### src/rtl/mem_arbiter_pkg.sv
// Shared types for the two-master memory arbiter: FSM states, the registered
// downstream request record and the grant identifier used by round-robin mode.
package mem_arbiter_pkg;

    localparam int ADDR_WIDTH = 32;
    localparam int DATA_WIDTH = 32;
    localparam int BE_WIDTH   = DATA_WIDTH / 8;

    typedef enum logic [1:0] {
        IDLE    = 2'd0,
        SERVE_I = 2'd1,
        SERVE_D = 2'd2
    } arb_state_t;

    typedef enum logic {
        GRANT_I = 1'b0,
        GRANT_D = 1'b1
    } grant_t;

    typedef struct packed {
        logic                  read;
        logic                  write;
        logic [BE_WIDTH-1:0]   be;
        logic [ADDR_WIDTH-1:0] addr;
        logic [DATA_WIDTH-1:0] wdata;
    } arb_req_t;

endpackage

### src/rtl/mem_arbiter_if.sv
// Bundle of the fetch port, the data port and the downstream memory port.
// slave = arbiter view; master = view of the core plus memory around it.
interface mem_arbiter_if;
    import mem_arbiter_pkg::*;

    logic                  i_read;
    logic [ADDR_WIDTH-1:0] i_address;
    logic                  i_resp;
    logic [DATA_WIDTH-1:0] i_rdata;

    logic                  d_read;
    logic                  d_write;
    logic [BE_WIDTH-1:0]   d_byte_enable;
    logic [ADDR_WIDTH-1:0] d_address;
    logic [DATA_WIDTH-1:0] d_wdata;
    logic                  d_resp;
    logic [DATA_WIDTH-1:0] d_rdata;

    logic                  mem_read;
    logic                  mem_write;
    logic [BE_WIDTH-1:0]   mem_byte_enable;
    logic [ADDR_WIDTH-1:0] mem_address;
    logic [DATA_WIDTH-1:0] mem_wdata;
    logic                  mem_resp;
    logic [DATA_WIDTH-1:0] mem_rdata;

    modport slave (
        input  i_read, i_address,
        output i_resp, i_rdata,
        input  d_read, d_write, d_byte_enable, d_address, d_wdata,
        output d_resp, d_rdata,
        output mem_read, mem_write, mem_byte_enable, mem_address, mem_wdata,
        input  mem_resp, mem_rdata
    );

    modport master (
        output i_read, i_address,
        input  i_resp, i_rdata,
        output d_read, d_write, d_byte_enable, d_address, d_wdata,
        input  d_resp, d_rdata,
        input  mem_read, mem_write, mem_byte_enable, mem_address, mem_wdata,
        output mem_resp, mem_rdata
    );

endinterface

### src/rtl/mem_arbiter_req_reg.sv
// arb_req_reg stage: holds the downstream request for the granted master,
// loaded on grant and cleared when the memory responds.
module mem_arbiter_req_reg
    import mem_arbiter_pkg::*;
(
    input  logic     clk,
    input  logic     rst,
    input  logic     load_i,
    input  logic     clear_i,
    input  arb_req_t req_i,
    output arb_req_t req_o
);

    arb_req_t req_q;

    always_ff @(posedge clk or posedge rst) begin
        if (rst) begin
            req_q <= '0;
        end else if (load_i) begin
            req_q <= req_i;
        end else if (clear_i) begin
            req_q <= '0;
        end
    end

    assign req_o = req_q;

endmodule

### src/rtl/mem_arbiter.sv
// Merges the fetch and data ports onto one memory port, one request in flight.
// Define MEM_ARB_RR_EN to alternate the winner on simultaneous requests.
module mem_arbiter
    import mem_arbiter_pkg::*;
(
    input  logic          clk,
    input  logic          rst,
    mem_arbiter_if.slave  arb_io
);

    arb_state_t state_q;
    arb_req_t   req_d;
    arb_req_t   req_q;
    logic       i_req;
    logic       d_req;
    logic       grant_d;
    logic       grant_valid;
    logic       mem_done;
    logic       i_fwd;
    logic       d_fwd;

    assign i_req       = arb_io.i_read;
    assign d_req       = arb_io.d_read | arb_io.d_write;
    assign grant_valid = (state_q == IDLE) && (i_req || d_req);
    assign mem_done    = (state_q != IDLE) && arb_io.mem_resp;

`ifdef MEM_ARB_RR_EN
    grant_t last_grant_q;

    // Only collisions consult and update the history; lone requests never move it.
    assign grant_d = d_req && (!i_req || (last_grant_q == GRANT_I));

    always_ff @(posedge clk or posedge rst) begin
        if (rst) begin
            last_grant_q <= GRANT_I;
        end else if ((state_q == IDLE) && i_req && d_req) begin
            last_grant_q <= grant_d ? GRANT_D : GRANT_I;
        end
    end
`else
    assign grant_d = d_req;
`endif

    always_comb begin
        req_d = '0;
        if (grant_d) begin
            // A simultaneous read+write is performed as the write.
            req_d.read  = arb_io.d_read & ~arb_io.d_write;
            req_d.write = arb_io.d_write;
            req_d.be    = arb_io.d_byte_enable;
            req_d.addr  = arb_io.d_address;
            req_d.wdata = arb_io.d_wdata;
        end else begin
            req_d.read  = 1'b1;
            req_d.be    = '1;
            req_d.addr  = arb_io.i_address;
        end
    end

    always_ff @(posedge clk or posedge rst) begin
        if (rst) begin
            state_q <= IDLE;
        end else begin
            case (state_q)
                IDLE: begin
                    if (grant_valid) begin
                        state_q <= grant_d ? SERVE_D : SERVE_I;
                    end
                end
                SERVE_I, SERVE_D: begin
                    if (arb_io.mem_resp) begin
                        state_q <= IDLE;
                    end
                end
                default: state_q <= IDLE;
            endcase
        end
    end

    mem_arbiter_req_reg u_req_reg (
        .clk     (clk),
        .rst     (rst),
        .load_i  (grant_valid),
        .clear_i (mem_done),
        .req_i   (req_d),
        .req_o   (req_q)
    );

    assign arb_io.mem_read        = req_q.read;
    assign arb_io.mem_write       = req_q.write;
    assign arb_io.mem_byte_enable = req_q.be;
    assign arb_io.mem_address     = req_q.addr;
    assign arb_io.mem_wdata       = req_q.wdata;

    // A master that withdrew its request mid-flight has its response swallowed.
    assign i_fwd = (state_q == SERVE_I) && arb_io.mem_resp && i_req;
    assign d_fwd = (state_q == SERVE_D) && arb_io.mem_resp && d_req;

    assign arb_io.i_resp  = i_fwd;
    assign arb_io.i_rdata = i_fwd ? arb_io.mem_rdata : '0;
    assign arb_io.d_resp  = d_fwd;
    assign arb_io.d_rdata = d_fwd ? arb_io.mem_rdata : '0;

endmodule

### src/flat_wrapper.sv
// flat-port wrapper written by rule: the top's interface ports become plain ports
module mem_arbiter_flat import mem_arbiter_pkg::*;
  (clk, rst, arb_io_i_read, arb_io_i_address, arb_io_i_resp, arb_io_i_rdata, arb_io_d_read, arb_io_d_write, arb_io_d_byte_enable, arb_io_d_address, arb_io_d_wdata, arb_io_d_resp, arb_io_d_rdata, arb_io_mem_read, arb_io_mem_write, arb_io_mem_byte_enable, arb_io_mem_address, arb_io_mem_wdata, arb_io_mem_resp, arb_io_mem_rdata);
  mem_arbiter_if arb_io_i ();
  input  logic clk;
  input  logic rst;
  input wire logic [$bits(arb_io_i.i_read)-1:0] arb_io_i_read;
  input wire logic [$bits(arb_io_i.i_address)-1:0] arb_io_i_address;
  output wire logic [$bits(arb_io_i.i_resp)-1:0] arb_io_i_resp;
  output wire logic [$bits(arb_io_i.i_rdata)-1:0] arb_io_i_rdata;
  input wire logic [$bits(arb_io_i.d_read)-1:0] arb_io_d_read;
  input wire logic [$bits(arb_io_i.d_write)-1:0] arb_io_d_write;
  input wire logic [$bits(arb_io_i.d_byte_enable)-1:0] arb_io_d_byte_enable;
  input wire logic [$bits(arb_io_i.d_address)-1:0] arb_io_d_address;
  input wire logic [$bits(arb_io_i.d_wdata)-1:0] arb_io_d_wdata;
  output wire logic [$bits(arb_io_i.d_resp)-1:0] arb_io_d_resp;
  output wire logic [$bits(arb_io_i.d_rdata)-1:0] arb_io_d_rdata;
  output wire logic [$bits(arb_io_i.mem_read)-1:0] arb_io_mem_read;
  output wire logic [$bits(arb_io_i.mem_write)-1:0] arb_io_mem_write;
  output wire logic [$bits(arb_io_i.mem_byte_enable)-1:0] arb_io_mem_byte_enable;
  output wire logic [$bits(arb_io_i.mem_address)-1:0] arb_io_mem_address;
  output wire logic [$bits(arb_io_i.mem_wdata)-1:0] arb_io_mem_wdata;
  input wire logic [$bits(arb_io_i.mem_resp)-1:0] arb_io_mem_resp;
  input wire logic [$bits(arb_io_i.mem_rdata)-1:0] arb_io_mem_rdata;
  assign arb_io_i.i_read = arb_io_i_read;
  assign arb_io_i.i_address = arb_io_i_address;
  assign arb_io_i_resp = arb_io_i.i_resp;
  assign arb_io_i_rdata = arb_io_i.i_rdata;
  assign arb_io_i.d_read = arb_io_d_read;
  assign arb_io_i.d_write = arb_io_d_write;
  assign arb_io_i.d_byte_enable = arb_io_d_byte_enable;
  assign arb_io_i.d_address = arb_io_d_address;
  assign arb_io_i.d_wdata = arb_io_d_wdata;
  assign arb_io_d_resp = arb_io_i.d_resp;
  assign arb_io_d_rdata = arb_io_i.d_rdata;
  assign arb_io_mem_read = arb_io_i.mem_read;
  assign arb_io_mem_write = arb_io_i.mem_write;
  assign arb_io_mem_byte_enable = arb_io_i.mem_byte_enable;
  assign arb_io_mem_address = arb_io_i.mem_address;
  assign arb_io_mem_wdata = arb_io_i.mem_wdata;
  assign arb_io_i.mem_resp = arb_io_mem_resp;
  assign arb_io_i.mem_rdata = arb_io_mem_rdata;
  mem_arbiter u_core (.clk(clk), .rst(rst), .arb_io(arb_io_i));
endmodule
### config.mk
export PLATFORM = sky130hd
export DESIGN_NAME = mem_arbiter_flat
export DESIGN_NICKNAME = d
export VERILOG_FILES = /design/src/rtl/mem_arbiter_pkg.sv /design/src/rtl/mem_arbiter_if.sv /design/src/rtl/mem_arbiter_req_reg.sv /design/src/rtl/mem_arbiter.sv /design/src/flat_wrapper.sv
export SDC_FILE = /design/constraint.sdc
export NUM_CORES = 1
export LEC_CHECK = 0
export ABC_AREA = 1
export CORE_ASPECT_RATIO = 0.5
export CORE_MARGIN = 2
export CORE_UTILIZATION = 36
export CTS_CLUSTER_DIAMETER = 30
export DETAILED_ROUTE_END_ITERATION = 10
export GPL_TIMING_DRIVEN = 0
export HOLD_SLACK_MARGIN = 0.05
export PLACE_DENSITY = 0.82
export SYNTH_ARGS = -nofsm -noshare
export SYNTH_HDL_FRONTEND = slang
export SYNTH_HIERARCHICAL = 1
export SYNTH_SLANG_ARGS = --single-unit
### constraint.sdc
create_clock -name clk -period 3 [get_ports clk]
set_input_delay 0.9 -clock clk [delete_from_list [all_inputs] [get_ports clk]]
set_output_delay 0.9 -clock clk [all_outputs]
set_load 0.1 [all_outputs]
* Word-level counts from Yosys, hierarchy flattened *
Index checks and enable logic that the tools add are counted.

operators by class
  reductions and logical operators = 12
  $add $sub $neg = 0
  equal/unequal tests = 4
  multiply operators = 0
  shift operators = 0
  $lt $le $gt $ge = 0
  bitwise operators = 3
  multiplexer cells = 12
  divide/modulo/power cells = 0

operator list
  cell                  number
  $mux W70              2
  $mux W32              3
  $mux W36              1
  $logic_and A1 B1 Y1   6
  $mux W2               3
  $pmux W2 S2           1
  $reduce_bool A2 Y1    2
  $eq A2 B1 Y1 const B  1
  $eq A2 B2 Y1 const B  1
  $logic_not A2 Y1      1
  $mux W1               2
  $ne A2 B1 Y1 const B  1
  $ne A2 B2 Y1 const B  1
  $reduce_and A2 Y1     1
  $reduce_or A2 Y1      1
  $and A1 B1 Y1         1
  $logic_or A1 B1 Y1    1
  $not A1 Y1            1
  $or A1 B1 Y1          1

storage, ports and cells
  word-level logic and storage cells = 37
  memories kept = 0
  bits in registers = 72
  memory bits (read-only) = 0
  latch bits = 0
  RAM bits = 0
  output and inout port bits = 136

* Longest topological paths before layout *
  depth after elaboration = 5
  mapped depth = 8
  depth with buffers taken out = 6

* Cells and area by module *
Netlist, hierarchy kept.

by module, submodules not included
  module               cells each  seq. area each (sq um)  instances  area an instance (sq um)
  mem_arbiter_req_reg  297         1751.7                  1          2682.6
  mem_arbiter          305         50.0                    1          1277.5

* Worst setup path before layout *
OpenSTA, ideal clock, no wires.

  path kind = input-to-output
  start = input arb_io_d_read
  end = output arb_io_d_rdata[22]
  setup slack = -437 ps
  arrival = 2537 ps
  stages = 5
  path buffers = 1
  data required time = 2100 ps
  cell sequence = nor2_4 inv_4 nand3_2 buf_4 nor2_1

between the ends
  longest elaborated chain between the ends = 3

RTL lines
  what                 line                source
  start, declared      flat_wrapper.sv:11  input wire logic [$bits(arb_io_i.d_read)-1:0] arb_io_d_read;
  $or A1 B1 Y1         mem_arbiter.sv:23   assign d_req = arb_io.d_read | arb_io.d_write;
  $logic_and A1 B1 Y1  mem_arbiter.sv:97   assign d_fwd = (state_q == SERVE_D) && arb_io.mem_resp && d_req;
  $mux W32             mem_arbiter.sv:102  assign arb_io.d_rdata = d_fwd ? arb_io.mem_rdata : '0;
  end, declared        flat_wrapper.sv:17  output wire logic [$bits(arb_io_i.d_rdata)-1:0] arb_io_d_rdata;

Every way passes these cells.

* Worst setup path in the final report *
  start = input arb_io_d_write
  end = output arb_io_d_rdata[30]

between the ends
  longest elaborated chain between the ends = 3

RTL lines
  what                 line                source
  start, declared      flat_wrapper.sv:12  input wire logic [$bits(arb_io_i.d_write)-1:0] arb_io_d_write;
  $or A1 B1 Y1         mem_arbiter.sv:23
  $logic_and A1 B1 Y1  mem_arbiter.sv:97
  $mux W32             mem_arbiter.sv:102

Every way passes these cells.

==> run metrics <==
run status completed; Final Power 9130 uW; largest family of logic cells by synthesized area simple AND/OR/NAND/NOR gates; routability cong. 0.824; post-detail-place hpwl 10.6 mm; CP Class in2out; Post-Route Skew 0.00466 ns; final core occ 0.715; worst-margin pin slew 1.02 ns; PwrDens 1180 nW/um2; input/output buffers 273; drt first pass iters 4; DR vias/cell 4.42; gr usage total 0.246; IO Count 274; DRC violations left 0; wirelength, routed 14.5 mm; H-tree Lvls 3; register area 1800 um2; ys async rst share 1.00; Critical Path Fanout Max 5; Compound-Gate Fraction of Synth Area 0.00190; RSZ-0062 raised after global routing no; post-synthesis adder-cell area fraction 0.00948; xor/xnor cell area share of the yosys netlist 0; cell area after technology mapping 3960 um2; Layout Nets 1033; Seq cells post-synth 72; most used routing layer met2; antenna viol nets, final 0; Yosys top cell by area dfrtp_1; core area 10800 um2; Pins Over Slew Limit 0; largest net degree at the start of global routing 71; EDFF count, synth 0; Worst slew margin 0.316; multi-input logic area 1940 um2; total gr overflow 0; setup total negative slack 0 ns; synth cell count leaders 312 x nand2_1, 97 x nor2_1, 73 x inv_1, 72 x dfrtp_1, 21 x buf_2; Layout area overhead 95.8%; Mapped Cells 602; non-filler cells, final 1041; initial antenna violation count 0; DR vias 4603; count leader, synth nand2_1; FP Rows 27; die area 11900 um2; Worst VDD drop 0.734 mV; # fillers 829; crit end category primary output; fmax 342 MHz; syn_nets 743; initial core utilization 0.365; Hold WC Path Type reg2reg; Fin. Hold Viols 0; Clock Pin Slew Worst Setup and Hold Paths 0.06 ns; die span in y 78.2 um; DR iter-0 viols 244; layout cells sized above 1 0.204; Arr. time, crit path 2.02 ns; Max-cap violations 0; pre-CTS setup slack -1.21 ns; first-pass GRT wire length 23.5 mm; clock sinks 72; fin worst setup slack 0.0792 ns; met1 usage 0.280; period utilization 0.974; CTS tree done; GR Util met2 0.461; DIE WIDTH 152 um; sequential fraction of the synthesis area 0.455; synthesized area per cell 6.58 um2; Req. time, crit path 2.10 ns; n_diodes 0; TritonCTS Buffers 9; WL per Instance 13.9 um; Clock Root Buffer clkbuf_16; Distinct cells, synth 17; post-synth top area share 0.455; mux contribution to synthesized area 0; simple-gate area share of the yosys netlist 0.410; crit path launch type input pin; clk buf depth 2; Leak 0.00403 uW; worst skew pair latency 0.34 ns; met3 Track Usage GR 0.0541; Setup violations, final 0; r2r setup slk 1.22 ns; Main synth FF type dfrtp_1; minimum clock period after layout 2.92 ns; vias in the first global route 4654; synth warn 6; placed insts 1020; leading post-synthesis cells by cell area dfrtp_1 45%, nand2_1 30%, nor2_1 9.2%
-- final timing paths --
| path | cells after the start | endpoint | from |
|---|---|---|---|
| hold reg to reg | 2 | u_core/u_req_reg/req_o[17] | u_core/u_req_reg/req_o[17] |
| min in group asynchronous | 2 | u_core/state_q[1] | rst |
| hold / removal | 2 | u_core/u_req_reg/req_o[17] | u_core/u_req_reg/req_o[17] |
| setup / recovery | 7 | arb_io_d_rdata[30] | arb_io_d_write |
| max in group asynchronous | 2 | u_core/u_req_reg/req_o[2] | rst |
| setup reg to reg | 7 | u_core/u_req_reg/req_o[2] | u_core/state_q[0] |
-- power breakdown --
group / internal [uW] / switching [uW] / leakage (uW)
sequential: 1420 / 250 / 0.000910
combinational: 1500 / 4860 / 0.00297
clock: 703 / 394 / 0.000154
total: 3620 / 5510 / 0.00403
-- timing repair --
item,CTS,global route
setup buffers,2,0
gates resized for setup,558,2
gates cloned,4,0
pin swaps,1,0
endpoints found under the setup margin,66,35
hold buffers,0,0
-- cell type report --
class | count | area share
repair buffers | 278 | 0.388
multi-input cells | 425 | 0.250
flip-flops and latches | 72 | 0.232
inverters | 74 | 0.0365
clock buffers | 12 | 0.0344
plain buffers | 32 | 0.0310
well taps | 145 | 0.0234
clock inverters | 3 | 0.00516
-- sequential cells by signal, summed over array words and instances (netlist names) --
signal                  count
u_core/u_req_reg/req_o     70
u_core/state_q              2
-- worst max-delay path, stage by stage --
cell           delay, ns
dlygate4sd2_1       0.28
nor2_4              0.08
inv_4               0.11
nand3_4             0.14
buf_6               0.19
nor2_4              0.12
buf_12              0.19
-- through the flow --
stage	cell area, um2	hold slack [ns]
2_1_floorplan	4040	0.467
3_3_place_gp	6950	0.454
3_5_place_dp	6960	0.457
4_1_cts	7760	0.471
5_1_grt	7750	0.483
6_report	7750	0.469
-- layer usage --
| layer | share of wire | vias up |
|---|---|---|
| li1 | - | 2310 |
| met1 | 0.39 | 2119 |
| met2 | 0.52 | 146 |
| met3 | 0.054 | 28 |
| met4 | 0.027 | 0 |
| met5 | 0 | - |
-- layout by cell type, fill, tap and decap left out, types with 3 or more instances in the layout --
cell,Yosys,routed
nand2_1,312,312
clkdlybuf4s50_1,0,203
inv_1,73,72
dfrtp_1,72,72
buf_6,7,49
nor2_1,97,43
nor2_2,0,35
buf_2,21,21
buf_12,0,20
nor2_4,1,20
clkbuf_16,0,9
buf_4,3,8
buf_8,0,4
or2_2,4,4
clkbuf_8,0,3
nand3_4,0,3
dlygate4sd2_1,0,3
ha_1,3,3
-- cells by family after synthesis --
group,after synthesis
AND/OR/NAND/NOR,420
buffers and inverters,106
flip-flops,72
adder cells (fa/ha/maj),3
AO/OA/AOI/OAI,1
Power figures use the tool's default switching activity.
